## src/rtl/timer_pkg.sv

```systemverilog
// -----------------------------------------------------------------------------
// timer_pkg
// Shared types and elaboration-time helpers for countdown_timer_core.
//   timer_mode_t  : counting mode captured on load (DOWN, UP, RELOAD)
//   state_t       : control state of the timer core
//   calc_tick_div : clock cycles per count unit (CLK_HZ / SCALE_FACTOR)
//   calc_ndig     : decimal digits needed to show any WIDTH-bit unsigned value
// -----------------------------------------------------------------------------
package timer_pkg;

    typedef enum logic [1:0] {
        DOWN   = 2'd0,
        UP     = 2'd1,
        RELOAD = 2'd2
    } timer_mode_t;

    typedef enum logic [1:0] {
        IDLE  = 2'd0,
        RUN   = 2'd1,
        PAUSE = 2'd2,
        DONE  = 2'd3
    } state_t;

    // A zero scale factor yields 0 so that the caller's range check fires
    // instead of a divide-by-zero during elaboration.
    function automatic int calc_tick_div(input int clk_hz, input int scale_factor);
        if (scale_factor > 0) begin
            return clk_hz / scale_factor;
        end else begin
            return 0;
        end
    endfunction

    // Digit count of the largest WIDTH-bit value, i.e. ceil(WIDTH*log10(2))
    // for WIDTH >= 1. Never returns less than one digit.
    function automatic int calc_ndig(input int width);
        logic [63:0] v;
        int          n;
        v = (64'd1 << width) - 64'd1;
        n = 0;
        for (int i = 0; i < 20; i++) begin
            if (v != 64'd0) begin
                n = n + 1;
                v = v / 64'd10;
            end else begin
                v = v;
            end
        end
        if (n < 1) begin
            n = 1;
        end else begin
            n = n;
        end
        return n;
    endfunction

endpackage

```

## src/rtl/binary_to_bcd.sv

```systemverilog
// -----------------------------------------------------------------------------
// binary_to_bcd
// Combinational double-dabble converter. Only compiled when the optional BCD
// output of countdown_timer_core is enabled with COUNTDOWN_TIMER_BCD_EN.
//   bin_i : WIDTH-bit unsigned binary value
//   bcd_o : NDIG packed BCD digits, least significant digit in bits [3:0]
// -----------------------------------------------------------------------------
`ifdef COUNTDOWN_TIMER_BCD_EN
module binary_to_bcd #(
    parameter int WIDTH = 11,
    parameter int NDIG  = 4
) (
    input  logic [WIDTH-1:0]  bin_i,
    output logic [4*NDIG-1:0] bcd_o
);

    logic [4*NDIG-1:0] acc_s;

    // Shift binary in MSB first; any digit >= 5 is pre-corrected by +3 so the
    // following shift carries correctly into the next decimal digit.
    always_comb begin
        acc_s = '0;
        for (int i = WIDTH - 1; i >= 0; i--) begin
            for (int d = 0; d < NDIG; d++) begin
                acc_s[4*d +: 4] = (acc_s[4*d +: 4] >= 4'd5) ? (acc_s[4*d +: 4] + 4'd3)
                                                            : acc_s[4*d +: 4];
            end
            acc_s = {acc_s[4*NDIG-2:0], bin_i[i]};
        end
        bcd_o = acc_s;
    end

endmodule
`endif

```

## src/rtl/tick_prescaler.sv

```systemverilog
// -----------------------------------------------------------------------------
// tick_prescaler
// Divides the clock into count units of TICK_DIV cycles. The internal count
// only advances while enable_i is high and holds otherwise, so a paused timer
// resumes part-way through the current unit.
//   clk_i    : clock
//   reset_i  : synchronous active-high reset (count -> 0)
//   clear_i  : synchronous clear (count -> 0), used on load
//   enable_i : advance the count this cycle
//   wrap_o   : combinational, high on the enabled cycle that completes a unit
// -----------------------------------------------------------------------------
module tick_prescaler #(
    parameter int TICK_DIV = 10
) (
    input  logic clk_i,
    input  logic reset_i,
    input  logic clear_i,
    input  logic enable_i,
    output logic wrap_o
);

    localparam int PW = (TICK_DIV > 1) ? $clog2(TICK_DIV) : 1;
    localparam logic [PW-1:0] LAST = PW'(TICK_DIV - 1);

    logic [PW-1:0] cnt_q;
    logic [PW-1:0] cnt_d;

    // Unit boundary: last cycle of the unit while advancing.
    always_comb begin
        wrap_o = enable_i && (cnt_q == LAST);
    end

    // Next prescaler value: clear, wrap, advance or hold.
    always_comb begin
        cnt_d = cnt_q;
        if (clear_i) begin
            cnt_d = '0;
        end else if (wrap_o) begin
            cnt_d = '0;
        end else if (enable_i) begin
            cnt_d = cnt_q + PW'(1);
        end else begin
            cnt_d = cnt_q;
        end
    end

    // Prescaler register.
    always_ff @(posedge clk_i) begin
        if (reset_i) begin
            cnt_q <= '0;
        end else begin
            cnt_q <= cnt_d;
        end
    end

endmodule

```

## src/rtl/countdown_timer_core.sv

```systemverilog
// -----------------------------------------------------------------------------
// countdown_timer_core
// Parametrised count timer with DOWN, UP and auto-RELOAD modes, pause/resume,
// a one-cycle expiry pulse and a per-unit tick pulse. One instance per channel.
// Optional BCD output enabled by defining COUNTDOWN_TIMER_BCD_EN.
//   clk        : system clock
//   reset      : synchronous active-high reset
//   load       : capture load_value and mode, return to IDLE
//   load_value : start value (DOWN/RELOAD) or target (UP)
//   mode       : 0=DOWN 1=UP 2=RELOAD 3=DOWN, sampled only on load
//   start      : begin/resume counting (IDLE/PAUSE)
//   stop       : pause counting (RUN), wins over start
//   count      : current count
//   running    : high in RUN
//   done       : high in DONE
//   expired    : one-cycle pulse on a terminal event
//   tick       : one-cycle pulse on every unit boundary in RUN
//   bcd        : (COUNTDOWN_TIMER_BCD_EN only) BCD digits of count, one cycle late
// -----------------------------------------------------------------------------
module countdown_timer_core
    import timer_pkg::*;
#(
    parameter int CLK_HZ       = 50_000_000,
    parameter int SCALE_FACTOR = 1,
    parameter int WIDTH        = 11
) (
    input  logic             clk,
    input  logic             reset,
    input  logic             load,
    input  logic [WIDTH-1:0] load_value,
    input  logic [1:0]       mode,
    input  logic             start,
    input  logic             stop,
    output logic [WIDTH-1:0] count,
    output logic             running,
    output logic             done,
    output logic             expired,
    output logic             tick
`ifdef COUNTDOWN_TIMER_BCD_EN
    ,
    output logic [4*calc_ndig(WIDTH)-1:0] bcd
`endif
);

    localparam int TICK_DIV = calc_tick_div(CLK_HZ, SCALE_FACTOR);
    localparam logic [WIDTH-1:0] ONE = WIDTH'(1);

    generate
        if (TICK_DIV < 1) begin : g_bad_tick_div
            $error("countdown_timer_core: CLK_HZ/SCALE_FACTOR must be at least 1");
        end
    endgenerate

    state_t           state_q, state_d;
    timer_mode_t      mode_q, mode_d;
    logic [WIDTH-1:0] target_q, target_d;
    logic [WIDTH-1:0] count_q, count_d;
    logic             running_q, done_q, expired_q, expired_d, tick_q, tick_d;
    logic             wrap_s;
    logic             presc_en_s;
    logic             terminal_s;

    // Prescaler only advances in RUN on cycles that are not overridden by
    // load or stop, so a stopped unit is resumed exactly where it left off.
    always_comb begin
        presc_en_s = (state_q == RUN) && !load && !stop;
    end

    tick_prescaler #(
        .TICK_DIV (TICK_DIV)
    ) u_prescaler (
        .clk_i    (clk),
        .reset_i  (reset),
        .clear_i  (load),
        .enable_i (presc_en_s),
        .wrap_o   (wrap_s)
    );

    // Count already at its end point (used when starting from IDLE).
    always_comb begin
        if (mode_q == UP) begin
            terminal_s = (count_q == target_q);
        end else begin
            terminal_s = (count_q == '0);
        end
    end

    // Next-state, next-count and pulse logic; load > stop > start.
    always_comb begin
        state_d   = state_q;
        mode_d    = mode_q;
        target_d  = target_q;
        count_d   = count_q;
        expired_d = 1'b0;
        tick_d    = 1'b0;
        if (load) begin
            case (mode)
                2'd1:    mode_d = UP;
                2'd2:    mode_d = RELOAD;
                default: mode_d = DOWN;
            endcase
            target_d = load_value;
            count_d  = (mode == 2'd1) ? '0 : load_value;
            state_d  = IDLE;
        end else begin
            case (state_q)
                IDLE: begin
                    if (start && !stop) begin
                        if (terminal_s) begin
                            state_d   = DONE;
                            expired_d = 1'b1;
                        end else begin
                            state_d = RUN;
                        end
                    end else begin
                        state_d = IDLE;
                    end
                end
                PAUSE: begin
                    if (start && !stop) begin
                        state_d = RUN;
                    end else begin
                        state_d = PAUSE;
                    end
                end
                RUN: begin
                    if (stop) begin
                        state_d = PAUSE;
                    end else if (wrap_s) begin
                        tick_d = 1'b1;
                        case (mode_q)
                            UP: begin
                                count_d = count_q + ONE;
                                if (count_d >= target_q) begin
                                    count_d   = target_q;
                                    state_d   = DONE;
                                    expired_d = 1'b1;
                                end else begin
                                    state_d = RUN;
                                end
                            end
                            RELOAD: begin
                                if ((count_q == ONE) && (target_q != '0)) begin
                                    count_d   = target_q;
                                    expired_d = 1'b1;
                                end else if (count_q <= ONE) begin
                                    count_d   = '0;
                                    state_d   = DONE;
                                    expired_d = 1'b1;
                                end else begin
                                    count_d = count_q - ONE;
                                end
                            end
                            default: begin
                                // Saturate at zero; reaching zero ends the run.
                                if (count_q <= ONE) begin
                                    count_d   = '0;
                                    state_d   = DONE;
                                    expired_d = 1'b1;
                                end else begin
                                    count_d = count_q - ONE;
                                end
                            end
                        endcase
                    end else begin
                        state_d = RUN;
                    end
                end
                DONE: begin
                    state_d = DONE;
                end
                default: begin
                    state_d = IDLE;
                end
            endcase
        end
    end

    // State and output registers; flags follow the next state so they line up
    // with the count shown in the same cycle.
    always_ff @(posedge clk) begin
        if (reset) begin
            state_q   <= IDLE;
            mode_q    <= DOWN;
            target_q  <= '0;
            count_q   <= '0;
            running_q <= 1'b0;
            done_q    <= 1'b0;
            expired_q <= 1'b0;
            tick_q    <= 1'b0;
        end else begin
            state_q   <= state_d;
            mode_q    <= mode_d;
            target_q  <= target_d;
            count_q   <= count_d;
            running_q <= (state_d == RUN);
            done_q    <= (state_d == DONE);
            expired_q <= expired_d;
            tick_q    <= tick_d;
        end
    end

    assign count   = count_q;
    assign running = running_q;
    assign done    = done_q;
    assign expired = expired_q;
    assign tick    = tick_q;

`ifdef COUNTDOWN_TIMER_BCD_EN
    localparam int NDIG = calc_ndig(WIDTH);

    logic [4*NDIG-1:0] bcd_s;
    logic [4*NDIG-1:0] bcd_q;

    binary_to_bcd #(
        .WIDTH (WIDTH),
        .NDIG  (NDIG)
    ) u_bcd (
        .bin_i (count_q),
        .bcd_o (bcd_s)
    );

    // BCD register trails the count register by one cycle.
    always_ff @(posedge clk) begin
        if (reset) begin
            bcd_q <= '0;
        end else begin
            bcd_q <= bcd_s;
        end
    end

    assign bcd = bcd_q;
`endif

endmodule

```

## config.mk

```make
export PLATFORM = sky130hd
export DESIGN_NAME = countdown_timer_core
export DESIGN_NICKNAME = d
export VERILOG_FILES = /design/src/rtl/timer_pkg.sv /design/src/rtl/binary_to_bcd.sv /design/src/rtl/tick_prescaler.sv /design/src/rtl/countdown_timer_core.sv
export SDC_FILE = /design/constraint.sdc
export NUM_CORES = 1
export LEC_CHECK = 0
export BUFFER_PORTS_ARGS = -buffer_cell sky130_fd_sc_hd__buf_4
export CELL_PAD_IN_SITES_DETAIL_PLACEMENT = 1
export CELL_PAD_IN_SITES_GLOBAL_PLACEMENT = 2
export CORE_UTILIZATION = 33
export DETAILED_ROUTE_END_ITERATION = 12
export PLACE_DENSITY_LB_ADDON = 0.1
export SKIP_CTS_REPAIR_TIMING = 1
export SLEW_MARGIN = 20
export SYNTH_ARGS = -nofsm -noshare
export SYNTH_HDL_FRONTEND = slang
export SYNTH_SLANG_ARGS = --single-unit
export TNS_END_PERCENT = 10
```

## constraint.sdc

```tcl
create_clock -name clk -period 3.2 [get_ports clk]
set_clock_uncertainty 0.1 [all_clocks]
set_input_delay 0 -clock clk [delete_from_list [all_inputs] [get_ports clk]]
set_output_delay 0 -clock clk [all_outputs]
set_load 0.01 [all_outputs]
```

### Word level (Yosys, flattened, before mapping)

Index checks and enable logic that the tools add are counted.

* bits in registers: 56
* input bits: 18

* add/sub/neg operators: 3
* order comparisons: 2
* eq/ne operators: 13
* muxes and demuxes: 32
* bitwise gates (word level): 1
* reductions and logical operators: 16

Operators by type and width (number)
* $mux W11: 8
* $add A26 B1 Y26 const B: 1
* $eq A26 B26 Y1 const B: 1
* $pmux W11 S2: 1
* $mux W2: 9
* $add A11 B1 Y11 const B: 1
* $eq A11 B1 Y1 const B: 1
* $eq A11 B11 Y1: 1
* $ge A11 B11 Y1: 1
* $le A11 B1 Y1 const B: 1
* $logic_not A11 Y1: 1
* $reduce_bool A11 Y1: 1
* $sub A11 B1 Y11 const B: 1
* $eq A2 B2 Y1 const B: 5
* $mux W1: 9
* $eq A2 B1 Y1 const B: 4
* $pmux W2 S2: 2
* $pmux W2 S4: 1
* $logic_and A1 B1 Y1: 5
* $pmux W1 S2: 2
* $reduce_bool A2 Y1: 2
* $reduce_or A4 Y1: 1
* $reduce_and A3 Y1: 1
* $reduce_or A3 Y1: 1
* 5 further kinds: 6

### Longest topological paths before layout

Gate-level depths: netlist (run 1).

* depth in word-level cells: 9
* mapped depth: 13
* mapped depth without buffers: 12

### Modules after synthesis

A second synthesis (run 1) with hierarchy kept.

* cells, all modules: 498
* area total of the unflattened synthesis: 3945.0 µm²

Modules (own cells, without submodules)
* countdown_timer_core: times used 1, cells an instance 347, area each 2650.0 µm², sequential area each 600.6 µm²
* tick_prescaler: times used 1, cells an instance 151, area each 1295.0 µm², sequential area each 520.5 µm²

### Worst setup path after synthesis (run 1)

Ideal clock, no wire load.

* kind: reg2reg
* start: register count_q[0], in the netlist count[0]
* end: register count_q[7], in the netlist count[7]
* setup time: 70 ps
* data arrival time: 2896 ps
* path slack: 134 ps
* cell stages (with the launch flop): 14
* buffers on the path: 1
* period minus slack after synthesis: 3066 ps
* path through: dfxtp_1 ha_1 nand3_1 nor2_1 nand4_1 xnor2_1 ha_1 a211oi_1 nor2_1 a211oi_1 and3b_1 buf_2 a221oi_2 a21oi_1

* cells in the longest elaborated chain, start to end: 8
* elaborated cells between the ends (all ways): 14
* those cells by class: 2 x add/sub; 2 x order compare; 1 x eq/ne; 8 x mux; 1 x reduce/logical

Ends and longest elaborated chain
* start: declaration: RTL line countdown_timer_core.sv:57 `logic [WIDTH-1:0] count_q, count_d;`
* start signal: assignment: RTL line countdown_timer_core.sv:195 `count_q <= count_d;`
* $add A11 B1 Y11 (tied with other cells): RTL line countdown_timer_core.sv:133 `count_d = count_q + ONE;`
* $ge A11 B11 Y1 (tied with other cells): RTL line countdown_timer_core.sv:134 `if (count_d >= target_q) begin`
* $mux W11 (on tied branches): RTL line countdown_timer_core.sv:134, countdown_timer_core.sv:143
* $pmux W11 S2 (*): RTL line countdown_timer_core.sv:131 `case (mode_q)`
* $mux W11 (*): RTL line countdown_timer_core.sv:129 `end else if (wrap_s) begin`
* $mux W11 (*): RTL line countdown_timer_core.sv:127 `if (stop) begin`
* $mux W11 (*): RTL line countdown_timer_core.sv:106 `case (state_q)`
* $mux W11 (*): RTL line countdown_timer_core.sv:96 `if (load) begin`

Every way passes the cells marked *; elsewhere a longest branch is shown, timed or not. The select of a mux whose other input is x is not followed.
A chain may end at the register's enable or synchronous reset.

### Worst setup path after layout (run 1)

* start: register count_q[0], in the netlist count[0]
* end: register count_q[6], in the netlist count[6]

Same word-level chain as after synthesis.

==> results.py, run 1 <==
metrics = {
    "drt": {
        "route.vias.total": 3289,
        "dr.pass1.iters": 4,
        "routed_wl_um": 11100,
        "dr.first_iter.drc_count": 155,
        "routedWlPerCell_um": 17.5,
        "ant_nets": 0,
        "drcViolationCount": 0,
        "detail_route.vias_per_cell": 5.19,
    },
    "timing": {
        "worst_pin_slew_ns": 0.736,
        "whs_ns": -0.0192,
        "hold_violations": 2,
        "fin_crit_sh_pct": 91.8,
        "setup_tns_ns": 0,
        "fmax_ghz": 0.340,
        "slew_headroom_pct": 50.7,
        "setup_viol": 0,
        "finalCriticalPeriod_ns": 2.94,
        "rsz0062_at_grt": "false",
        "drv_slew": 0,
    },
    "finish": {
        "nNetsFinal": 533,
        "diodes": 0,
        "layout_commonest_cell": "nor2_1",
        "fillCellCount": 1290,
        "drive_gt1_share_pct": 17.3,
        "final_cell_mix": "63 x nor2_1, 56 x dfxtp_1, 50 x buf_4, 30 x a21oi_1, 29 x xor2_1",
        "final_area_um2": 4430,
        "syn2layout_area_growth_pct": 22.3,
    },
    "synthesis": {
        "async_flop_share_pct": 0,
        "synth_flop_cell": "dfxtp_1",
        "syn_nets": 473,
        "ys_ff_latch": 56,
        "syn_area_um2": 3620,
        "synth_warnings": 0,
        "yosysSeqAreaShare_pct": 30.9,
        "synthDistinctLibCells": 52,
        "synth_edf_count": 0,
        "synthCells": 437,
        "synth.avg_cell_area_um2": 8.29,
    },
    "setup_path": {
        "end_kind": "register",
        "max_stage_delay_ns": 0.35,
        "crit_fanout": 11,
        "startpoint_type": "register",
        "cpMaxStageDelayCell": "dfxtp_1",
        "required_ns": 3.31,
        "worstSetupPathType": "register to register",
        "crit_path_cell_trace": "ha_1 -> nand3_1 -> nor2_2 -> nand3_1 -> xnor2_1 -> ha_1 -> nand4_1 -> nor3_2 -> a211oi_2 -> and3b_1 -> buf_12 -> a221oi_2 -> a21oi_1",
        "ff2ff_path_depth": 13,
        "critPathArrivalTime_ns": 3.04,
    },
    "die": {
        "start_util_pct": 34.6,
        "die_w_um": 107,
        "io_pins": 33,
        "dieArea_um2": 11400,
        "row_count": 37,
        "die_h_um": 107,
        "core_area_um2": 10500,
    },
    "clock_network": {
        "worstSkewPairLatency_ns": 0.33,
        "clkTransAtPathRegs_ns": 0.11,
        "cts_made_buffers": 5,
        "cts_tree": "built",
        "clockBufferDepth": 2,
        "htree_levels": 2,
        "cts.sinks": 56,
        "cts_root_buffer": "clkbuf_8",
    },
    "global_routing": {
        "grt_pass1_wl_um": 17500,
        "grt_pass1_vias": 3135,
        "grtUsageTotal_pct": 19.9,
        "grt_max_degree": 30,
        "antenna_found_initial": 0,
        "grt-ovfl-total": 0,
    },
    "power": {
        "power_density_nw_per_um2": 343,
        "ir_worst_vdd_uv": 227,
        "leakage_nw": 1.77,
    },
    "min_path": {
        "whs_path_depth": 4,
        "min_path_type": "primary input to register",
    },
    "run_status": {
        "violations": "negative hold slack",
        "status": "finished with violations",
    },
    "placed_design": {
        "post-dp-hpwl_um": 8050,
        "dpl_cell_area_um2": 4060,
        "place_congestion": 0.809,
        "numPortBuffers": 32,
    },
    "job": {
        "cap_viol_max_count": 0,
    },
}
[critical path: cells and delay by family, from the launching register on]
kind,cells,cell delay [ns]
compound gates,3,0.51
xor+xnor,1,0.19
fa+ha+maj,2,0.52
buf+inv,1,0.16
flops,1,0.35
simple gates,6,1.03
[cell families (layout without fill, tap and decap cells)]
logic type	after synthesis	count (layout)	synth area share, %
buffers and inverters	43	104	5.39
adder cells (fa/ha/maj)	18	18	6.22
multiplexers	13	13	3.63
AND/OR/NAND/NOR	187	187	28.0
flip-flops	56	56	30.9
XOR/XNOR	50	50	12.1
AO/OA/AOI/OAI	70	70	13.8
[through the flow]
stage / power, mW / worst slack (ns) / utilization [%] / cells / hold WS, ns
floorplan: 0.958 / 0.134 / - / 437 / 0.0475
detailed placement: 1.08 / 0.129 / 38.8 / 599 / 0.161
finish: 1.52 / 0.263 / 42.4 / 634 / -0.0192
global placement: 1.08 / 0.142 / 38.8 / 599 / 0.147
CTS: 1.50 / 0.0979 / 39.6 / 607 / -0.189
global route: 1.60 / 0.00712 / 42.4 / 634 / 0.0319
[report_power, final]
| part | leakage (nW) | internal, mW | switching, mW |
|---|---|---|---|
| combinational | 1.27 | 0.157 | 0.202 |
| clock | 0.0456 | 0.157 | 0.260 |
| sequential | 0.456 | 0.717 | 0.0246 |
| total | 1.77 | 1.03 | 0.487 |
[cell type report]
class / count / area [um2] / share of cell area, %
inverters: 19 / 71.3 / 1.61
multi-input cells: 338 / 2330 / 52.5
well taps: 136 / 170 / 3.84
flip-flops and latches: 56 / 1120 / 25.3
clock buffers: 6 / 72.6 / 1.64
clock inverters: 2 / 13.8 / 0.311
repair buffers: 77 / 656 / 14.8
[metal layers]
metal	wire length, um	track usage [%]
met2	4690	28.2
met3	455	2.80
met1	5750	30.7
met5	0	0
met4	168	5.58
[state kept, by name, summed over array words and instances (netlist names)]
register,cells
done,1
tick,1
target_q,11
count,11
running,1
expired,1
u_prescaler.cnt_q,26
mode_q,2
state_q,2
[final timing paths]
kind,start,end,slack (ns)
setup / recovery,count[0]$_SDFFE_PP0P_,count[6]$_SDFFE_PP0P_,0.26
hold / removal,stop,u_prescaler.cnt_q[0]$_SDFFE_PP0P_,-0.02
setup reg to reg,count[0]$_SDFFE_PP0P_,count[6]$_SDFFE_PP0P_,0.26
hold reg to reg,u_prescaler.cnt_q[21]$_SDFFE_PP0P_,u_prescaler.cnt_q[21]$_SDFFE_PP0P_,0.40
[cells in the mapped netlist, types with 2 or more instances]
cell type / n / area, um2
nor2_1: 65 / 244
dfxtp_1: 56 / 1120
a21oi_1: 31 / 155
xor2_1: 29 / 254
nand2_1: 22 / 82.6
xnor2_1: 21 / 184
inv_1: 19 / 71.3
nand3_1: 19 / 95.1
ha_1: 18 / 225
nand2b_1: 17 / 106
clkbuf_1: 15 / 56.3
mux2i_1: 12 / 120
o21ai_0: 11 / 55.1
nand4_1: 10 / 62.6
a221oi_2: 9 / 135
nor3_1: 9 / 45.0
and4_1: 6 / 52.6
and3_1: 5 / 31.3
o31ai_1: 5 / 37.5
or3_1: 5 / 31.3
buf_4: 4 / 30.0
nor2b_1: 4 / 25.0
nor4_1: 4 / 25.0
a211oi_1: 3 / 22.5
and2_1: 3 / 18.8
buf_2: 3 / 15.0
buf_6: 2 / 22.5
nand3b_1: 2 / 15.0
nor2_2: 2 / 12.5
nor3b_1: 2 / 15.0
nor3b_2: 2 / 25.0
nor4b_1: 2 / 17.5
(Power assumes the default switching activity.)
==> run 2: changes to the inputs <==
--- a/config.mk
+++ b/config.mk
@@ -8,12 +8,14 @@
 export BUFFER_PORTS_ARGS = -buffer_cell sky130_fd_sc_hd__buf_4
 export CELL_PAD_IN_SITES_DETAIL_PLACEMENT = 1
 export CELL_PAD_IN_SITES_GLOBAL_PLACEMENT = 2
-export CORE_UTILIZATION = 33
+export CORE_UTILIZATION = 32
 export DETAILED_ROUTE_END_ITERATION = 12
+export HOLD_SLACK_MARGIN = 0.02
 export PLACE_DENSITY_LB_ADDON = 0.1
 export SKIP_CTS_REPAIR_TIMING = 1
 export SLEW_MARGIN = 20
 export SYNTH_ARGS = -nofsm -noshare
 export SYNTH_HDL_FRONTEND = slang
+export SYNTH_HIERARCHICAL = 1
 export SYNTH_SLANG_ARGS = --single-unit
 export TNS_END_PERCENT = 10
==> results.py, run 2 <==
metrics = {
    "placed_design": {
        "post-dp-hpwl_um": 9690,
        "numPortBuffers": 32,
        "place_congestion": 0.876,
        "dp_slack_ns": 0.148,
        "dp_cells": 669,
        "dpl_cell_area_um2": 4410,
    },
    "timing": {
        "setup_viol": 0,
        "finalCriticalPeriod_ns": 3.04,
        "fin_crit_sh_pct": 95.0,
        "setup_tns_ns": 0,
        "drv_slew": 0,
        "whs_ns": 0.0853,
        "worst_pin_slew_ns": 0.976,
        "setup_slack_ns": 0.161,
        "fmax_ghz": 0.329,
        "rsz0062_at_grt": "false",
        "slew_headroom_pct": 34.5,
        "hold_violations": 0,
    },
    "synthesis": {
        "synth_edf_count": 0,
        "synth-compound-area-share_pct": 16.1,
        "syn_area_um2": 3950,
        "async_flop_share_pct": 0,
        "synth-xor-area-share_pct": 7.99,
        "muxShareOfSynthArea_pct": 5.84,
        "synth_flop_cell": "dfxtp_1",
        "synthDistinctLibCells": 64,
        "synth_top_area_share_pct": 28.4,
        "synth.avg_cell_area_um2": 7.92,
        "yosys.area_share.adder_pct": 5.71,
        "yosysSeqAreaShare_pct": 28.4,
        "synthCells": 498,
        "ys_ff_latch": 56,
        "yosysTopAreaCell": "dfxtp_1",
        "syn_nets": 534,
        "yosys-top-cells-count": "56 x dfxtp_1, 52 x nor2_1, 32 x nand2_1",
        "synth_top_family_by_area": "simple AND/OR/NAND/NOR gates",
        "ys_top_cells_by_area": "dfxtp_1 28%, mux2i_1 5.8%, ha_1 5.7%, nor2_1 4.9%, xnor2_1 4.0%",
        "synth_most_common_cell": "dfxtp_1",
        "synth_warnings": 6,
        "yosys.area_share.simple_pct": 30.4,
    },
    "clock_network": {
        "worstSkewPairLatency_ns": 0.30,
        "clockBufferDepth": 2,
        "cts.sinks": 56,
        "cts_root_buffer": "clkbuf_16",
        "htree_levels": 2,
        "cts_tree": "built",
        "cts_made_buffers": 5,
        "clkTransAtPathRegs_ns": 0.08,
    },
    "finish": {
        "final_cell_mix": "56 x dfxtp_1, 55 x buf_4, 52 x nor2_1, 32 x nand2_1",
        "seqCellArea_um2": 1120,
        "instances_no_fill": 696,
        "top_register": "u_prescaler/cnt_q",
        "largest_reg_flops": 26,
        "drive_gt1_share_pct": 14.4,
        "layout_commonest_cell": "dfxtp_1",
        "post-route-util_pct": 39.6,
        "fillCellCount": 1457,
        "final_area_um2": 4760,
        "multi_input_area_um2": 2620,
        "diodes": 0,
        "nNetsFinal": 584,
        "syn2layout_area_growth_pct": 20.6,
    },
    "die": {
        "die_h_um": 113,
        "io_pins": 33,
        "die_w_um": 113,
        "core_area_um2": 12000,
        "row_count": 40,
        "start_util_pct": 32.8,
        "dieArea_um2": 12800,
    },
    "drt": {
        "route.vias.total": 3919,
        "routedWlPerCell_um": 19.1,
        "dr.first_iter.drc_count": 225,
        "drcViolationCount": 0,
        "detail_route.vias_per_cell": 5.63,
        "ant_nets": 0,
        "dr.pass1.iters": 4,
        "routed_wl_um": 13300,
    },
    "global_routing": {
        "grt_max_degree": 42,
        "grtUsageTotal_pct": 21.0,
        "grt_pass1_wl_um": 20900,
        "grt_pass1_vias": 3717,
        "grt-ovfl-total": 0,
        "antenna_found_initial": 0,
    },
    "run_status": {
        "status": "completed",
    },
    "power": {
        "total_power_mw": 1.80,
        "power_density_nw_per_um2": 378,
        "leakage_nw": 1.78,
        "ir_worst_vdd_uv": 244,
    },
    "setup_path": {
        "worstSetupPathType": "register to register",
        "end_kind": "register",
        "critPathArrivalTime_ns": 3.17,
        "required_ns": 3.33,
        "startpoint_type": "register",
        "crit_fanout": 10,
    },
    "job": {
        "cap_viol_max_count": 0,
    },
    "min_path": {
        "min_path_type": "primary input to register",
    },
}
-- run 2: power breakdown --
part           internal (mW)  switching (mW)  leakage [nW]
clock                  0.313           0.271        0.0701
combinational          0.196           0.271          1.26
sequential             0.717          0.0284         0.456
-- run 2: area by class of cell --
type / instances / share of cell area (%)
Clock buffer: 7 / 3.00
Timing Repair Buffer: 74 / 12.7
Sequential cell: 56 / 23.6
Clock inverter: 1 / 0.158
Tap cell: 147 / 3.87
Inverter: 20 / 1.58
Multi-Input combinational cell: 391 / 55.1
-- run 2: worst max-delay path: stages, from the launching register on --
cell and delay, ns:
dfxtp_1 0.33, and4_1 0.30, and3_1 0.23, nand4_1 0.12, xnor2_1 0.24, ha_1 0.31, and3_1 0.20, a31oi_1 0.29
o21a_1 0.18, buf_4 0.23, buf_4 0.15, a31oi_1 0.07, a31oi_1 0.19
-- run 2: layer usage --
| metal | up-vias | track usage (%) | routed length [um] |
|---|---|---|---|
| met4 | 0 | 4.39 | 135 |
| met1 | 1933 | 31.9 | 7040 |
| met5 | - | 0 | 0 |
| met2 | 58 | 31.2 | 5650 |
| li1 | 1919 | - | - |
| met3 | 9 | 2.79 | 507 |
-- run 2: cells by family (layout without fill, tap and decap cells) --
logic type,after synthesis,count (layout)
adders and majority gates,18,18
AOI/OAI and AO/OA,99,99
and+or+nand+nor,215,215
muxes,23,23
DFF,56,56
buffers and inverters,51,102
xor gates and xnor gates,36,36
-- run 2: path summary, 6_finish.rpt --
check                                                        start                                 end  slack [ns]  cells after the start
worst max-delay path                         count[5]$_SDFFE_PP0P_               count[1]$_SDFFE_PP0P_        0.16                     12
worst min-delay path                                         start               state_q[0]$_SDFF_PP0_        0.09                      4
worst max register to register               count[5]$_SDFFE_PP0P_               count[1]$_SDFFE_PP0P_        0.16                     12
worst min register to register  u_prescaler/cnt_q[23]$_SDFFE_PP0P_  u_prescaler/cnt_q[23]$_SDFFE_PP0P_        0.39                      2
==> run 3: changes to the inputs <==
--- a/config.mk
+++ b/config.mk
@@ -8,7 +8,8 @@
 export BUFFER_PORTS_ARGS = -buffer_cell sky130_fd_sc_hd__buf_4
 export CELL_PAD_IN_SITES_DETAIL_PLACEMENT = 1
 export CELL_PAD_IN_SITES_GLOBAL_PLACEMENT = 2
-export CORE_UTILIZATION = 32
+export CORE_MARGIN = 3
+export CORE_UTILIZATION = 35
 export DETAILED_ROUTE_END_ITERATION = 12
 export HOLD_SLACK_MARGIN = 0.02
 export PLACE_DENSITY_LB_ADDON = 0.1
==> constraint.sdc (replaced) <==
create_clock -name clk -period 3.7 [get_ports clk]
set_clock_uncertainty 0.1 [all_clocks]
set_input_delay 0 -clock clk [delete_from_list [all_inputs] [get_ports clk]]
set_output_delay 0 -clock clk [all_outputs]
set_load 0.01 [all_outputs]
==> results.py, run 3 (same netlist as run 2, synthesis figures left out) <==
metrics = {
    "drt": {
        "drcViolationCount": 0,
        "detail_route.vias_per_cell": 5.80,
        "routedWlPerCell_um": 19.3,
        "routed-wl-met2_um": 5810,
        "ant_nets": 0,
        "wl_met1_um": 6700,
        "route.vias.total": 3979,
        "dr_wl_met3_um": 575,
        "dr.pass1.iters": 4,
        "highest_layer": "met4",
        "dr.first_iter.drc_count": 187,
        "routed_wl_um": 13300,
    },
    "setup_path": {
        "crit_cells": 11,
        "max_stage_delay_ns": 0.45,
        "ff2ff_path_depth": 11,
        "critPathBufInv": 0,
        "crit_path_cell_trace": "and4_1 -> and3_1 -> nand4_1 -> xnor2_1 -> ha_1 -> a21oi_1 -> nand2_1 -> a31oi_1 -> o21ai_0 -> a311o_1 -> and2_1",
        "worstSetupPathType": "register to register",
        "startpoint_type": "register",
        "required_ns": 3.81,
        "cpMaxStageDelayCell": "a311o_1",
        "crit_fanout": 4,
        "end_kind": "register",
        "path_delay_family": "compound AO/OA/AOI/OAI gates",
        "critPathArrivalTime_ns": 3.25,
    },
    "global_routing": {
        "grt-ovfl-total": 0,
        "antenna_found_initial": 0,
        "grt_pass1_vias": 3963,
        "grtUsageTotal_pct": 21.2,
        "grt_max_degree": 42,
        "grt_pass1_wl_um": 21500,
    },
    "min_path": {
        "min_path_type": "primary input to register",
        "whs_path_depth": 2,
    },
    "die": {
        "dieArea_um2": 12600,
        "die_w_um": 112,
        "io_pins": 33,
        "start_util_pct": 36.1,
        "core_area_um2": 10900,
        "row_count": 38,
        "die_h_um": 112,
    },
    "timing": {
        "slew_headroom_pct": 39.8,
        "setup_viol": 0,
        "fmax_ghz": 0.319,
        "fin_crit_sh_pct": 84.8,
        "drv_slew": 0,
        "setup_tns_ns": 0,
        "finalCriticalPeriod_ns": 3.14,
        "rsz0062_at_grt": "false",
        "whs_ns": -0.0116,
        "hold_violations": 2,
        "worst_pin_slew_ns": 0.896,
    },
    "power": {
        "internal-power_mw": 1.04,
        "p_sw_uw": 511,
        "ir_worst_vdd_uv": 246,
        "clock_power_share_pct": 33.0,
        "leakage_nw": 1.76,
        "power_density_nw_per_um2": 329,
        "p_comb_share_pct": 25.3,
        "sw_frac_of_total_pct": 32.8,
        "pwr-share-seq_pct": 41.7,
    },
    "placed_design": {
        "post-dp-hpwl_um": 9500,
        "place_congestion": 0.835,
        "numPortBuffers": 32,
        "dpl_cell_area_um2": 4350,
    },
    "clock_network": {
        "cts.sinks": 56,
        "cts_tree": "built",
        "worstSkewPairLatency_ns": 0.32,
        "clockBufferDepth": 2,
        "clkTransAtPathRegs_ns": 0.08,
        "htree_levels": 2,
        "cts_made_buffers": 5,
        "cts_root_buffer": "clkbuf_16",
    },
    "finish": {
        "nNetsFinal": 581,
        "final_area_um2": 4720,
        "diodes": 0,
        "largest_reg_flops": 26,
        "drive_gt1_share_pct": 13.0,
        "layout_commonest_cell": "dfxtp_1",
        "syn2layout_area_growth_pct": 19.6,
        "final_cell_mix": "56 x dfxtp_1, 52 x nor2_1, 49 x buf_4, 32 x nand2_1, 24 x o21ai_0",
        "top_register": "u_prescaler/cnt_q",
    },
    "run_status": {
        "status": "finished with violations",
        "violations": "negative hold slack",
    },
    "job": {
        "cap_viol_max_count": 0,
    },
}
[run 3: cell count changes in the layout (fill, tap and decap cells not counted)]
cell and change:
a221oi_1 +1, a221oi_2 -1, buf_4 -6, clkbuf_8 -1
clkinv_4 +1, dlygate4sd3_1 +3, nand2b_1 +1, nand2b_2 -1
o21ai_0 +1, o21ai_1 -1
[run 3: area by class of cell]
cell class	instances	area, um2
clock buffer	6	129
tap	140	175
sequential	56	1120
timing repair buffer	71	588
clock inverter	2	16.3
multi-input combinational	391	2610
fill	1339	6220
inverter	20	75.1
[run 3: per-layer routing]
layer	track usage, %	vias to the layer above
met4	6.09	0
li1	-	1925
met3	4.53	14
met5	0	-
met2	32.2	77
met1	30.3	1963
[run 3: power by group through the flow]
stage                     Combinational, mW  Sequential (mW)  Clock [mW]
after floorplan                       0.245            0.655           0
after detailed placement              0.370            0.662           0
after global placement                0.368            0.662           0
after CTS                             0.373            0.648       0.529
final                                 0.394            0.648       0.512
after global routing                  0.436            0.651       0.543
[run 3: worst paths after layout]
path | startpoint | endpoint | slack [ns]
worst max register to register | count[5]$_SDFFE_PP0P_ | state_q[1]$_SDFF_PP0_ | 0.56
worst min register to register | u_prescaler/cnt_q[23]$_SDFFE_PP0P_ | u_prescaler/cnt_q[23]$_SDFFE_PP0P_ | 0.40
worst max-delay path | count[5]$_SDFFE_PP0P_ | state_q[1]$_SDFF_PP0_ | 0.56
worst min-delay path | reset | mode_q[1]$_SDFFE_PP0P_ | -0.01
[run 3: per-stage QoR]
stage / utilization [%] / instances / hold WS (ns) / total power [mW] / worst slack, ns
final: 43.1 / 686 / -0.0116 / 1.55 / 0.562
after detailed placement: 39.8 / 656 / 0.157 / 1.03 / 0.609
after global placement: 39.8 / 656 / 0.146 / 1.03 / 0.684
after CTS: 41.1 / 664 / -0.175 / 1.55 / 0.577
after floorplan: - / 498 / 0.0475 / 0.900 / 0.364
after global routing: 43.1 / 686 / 0.0230 / 1.63 / 0.423
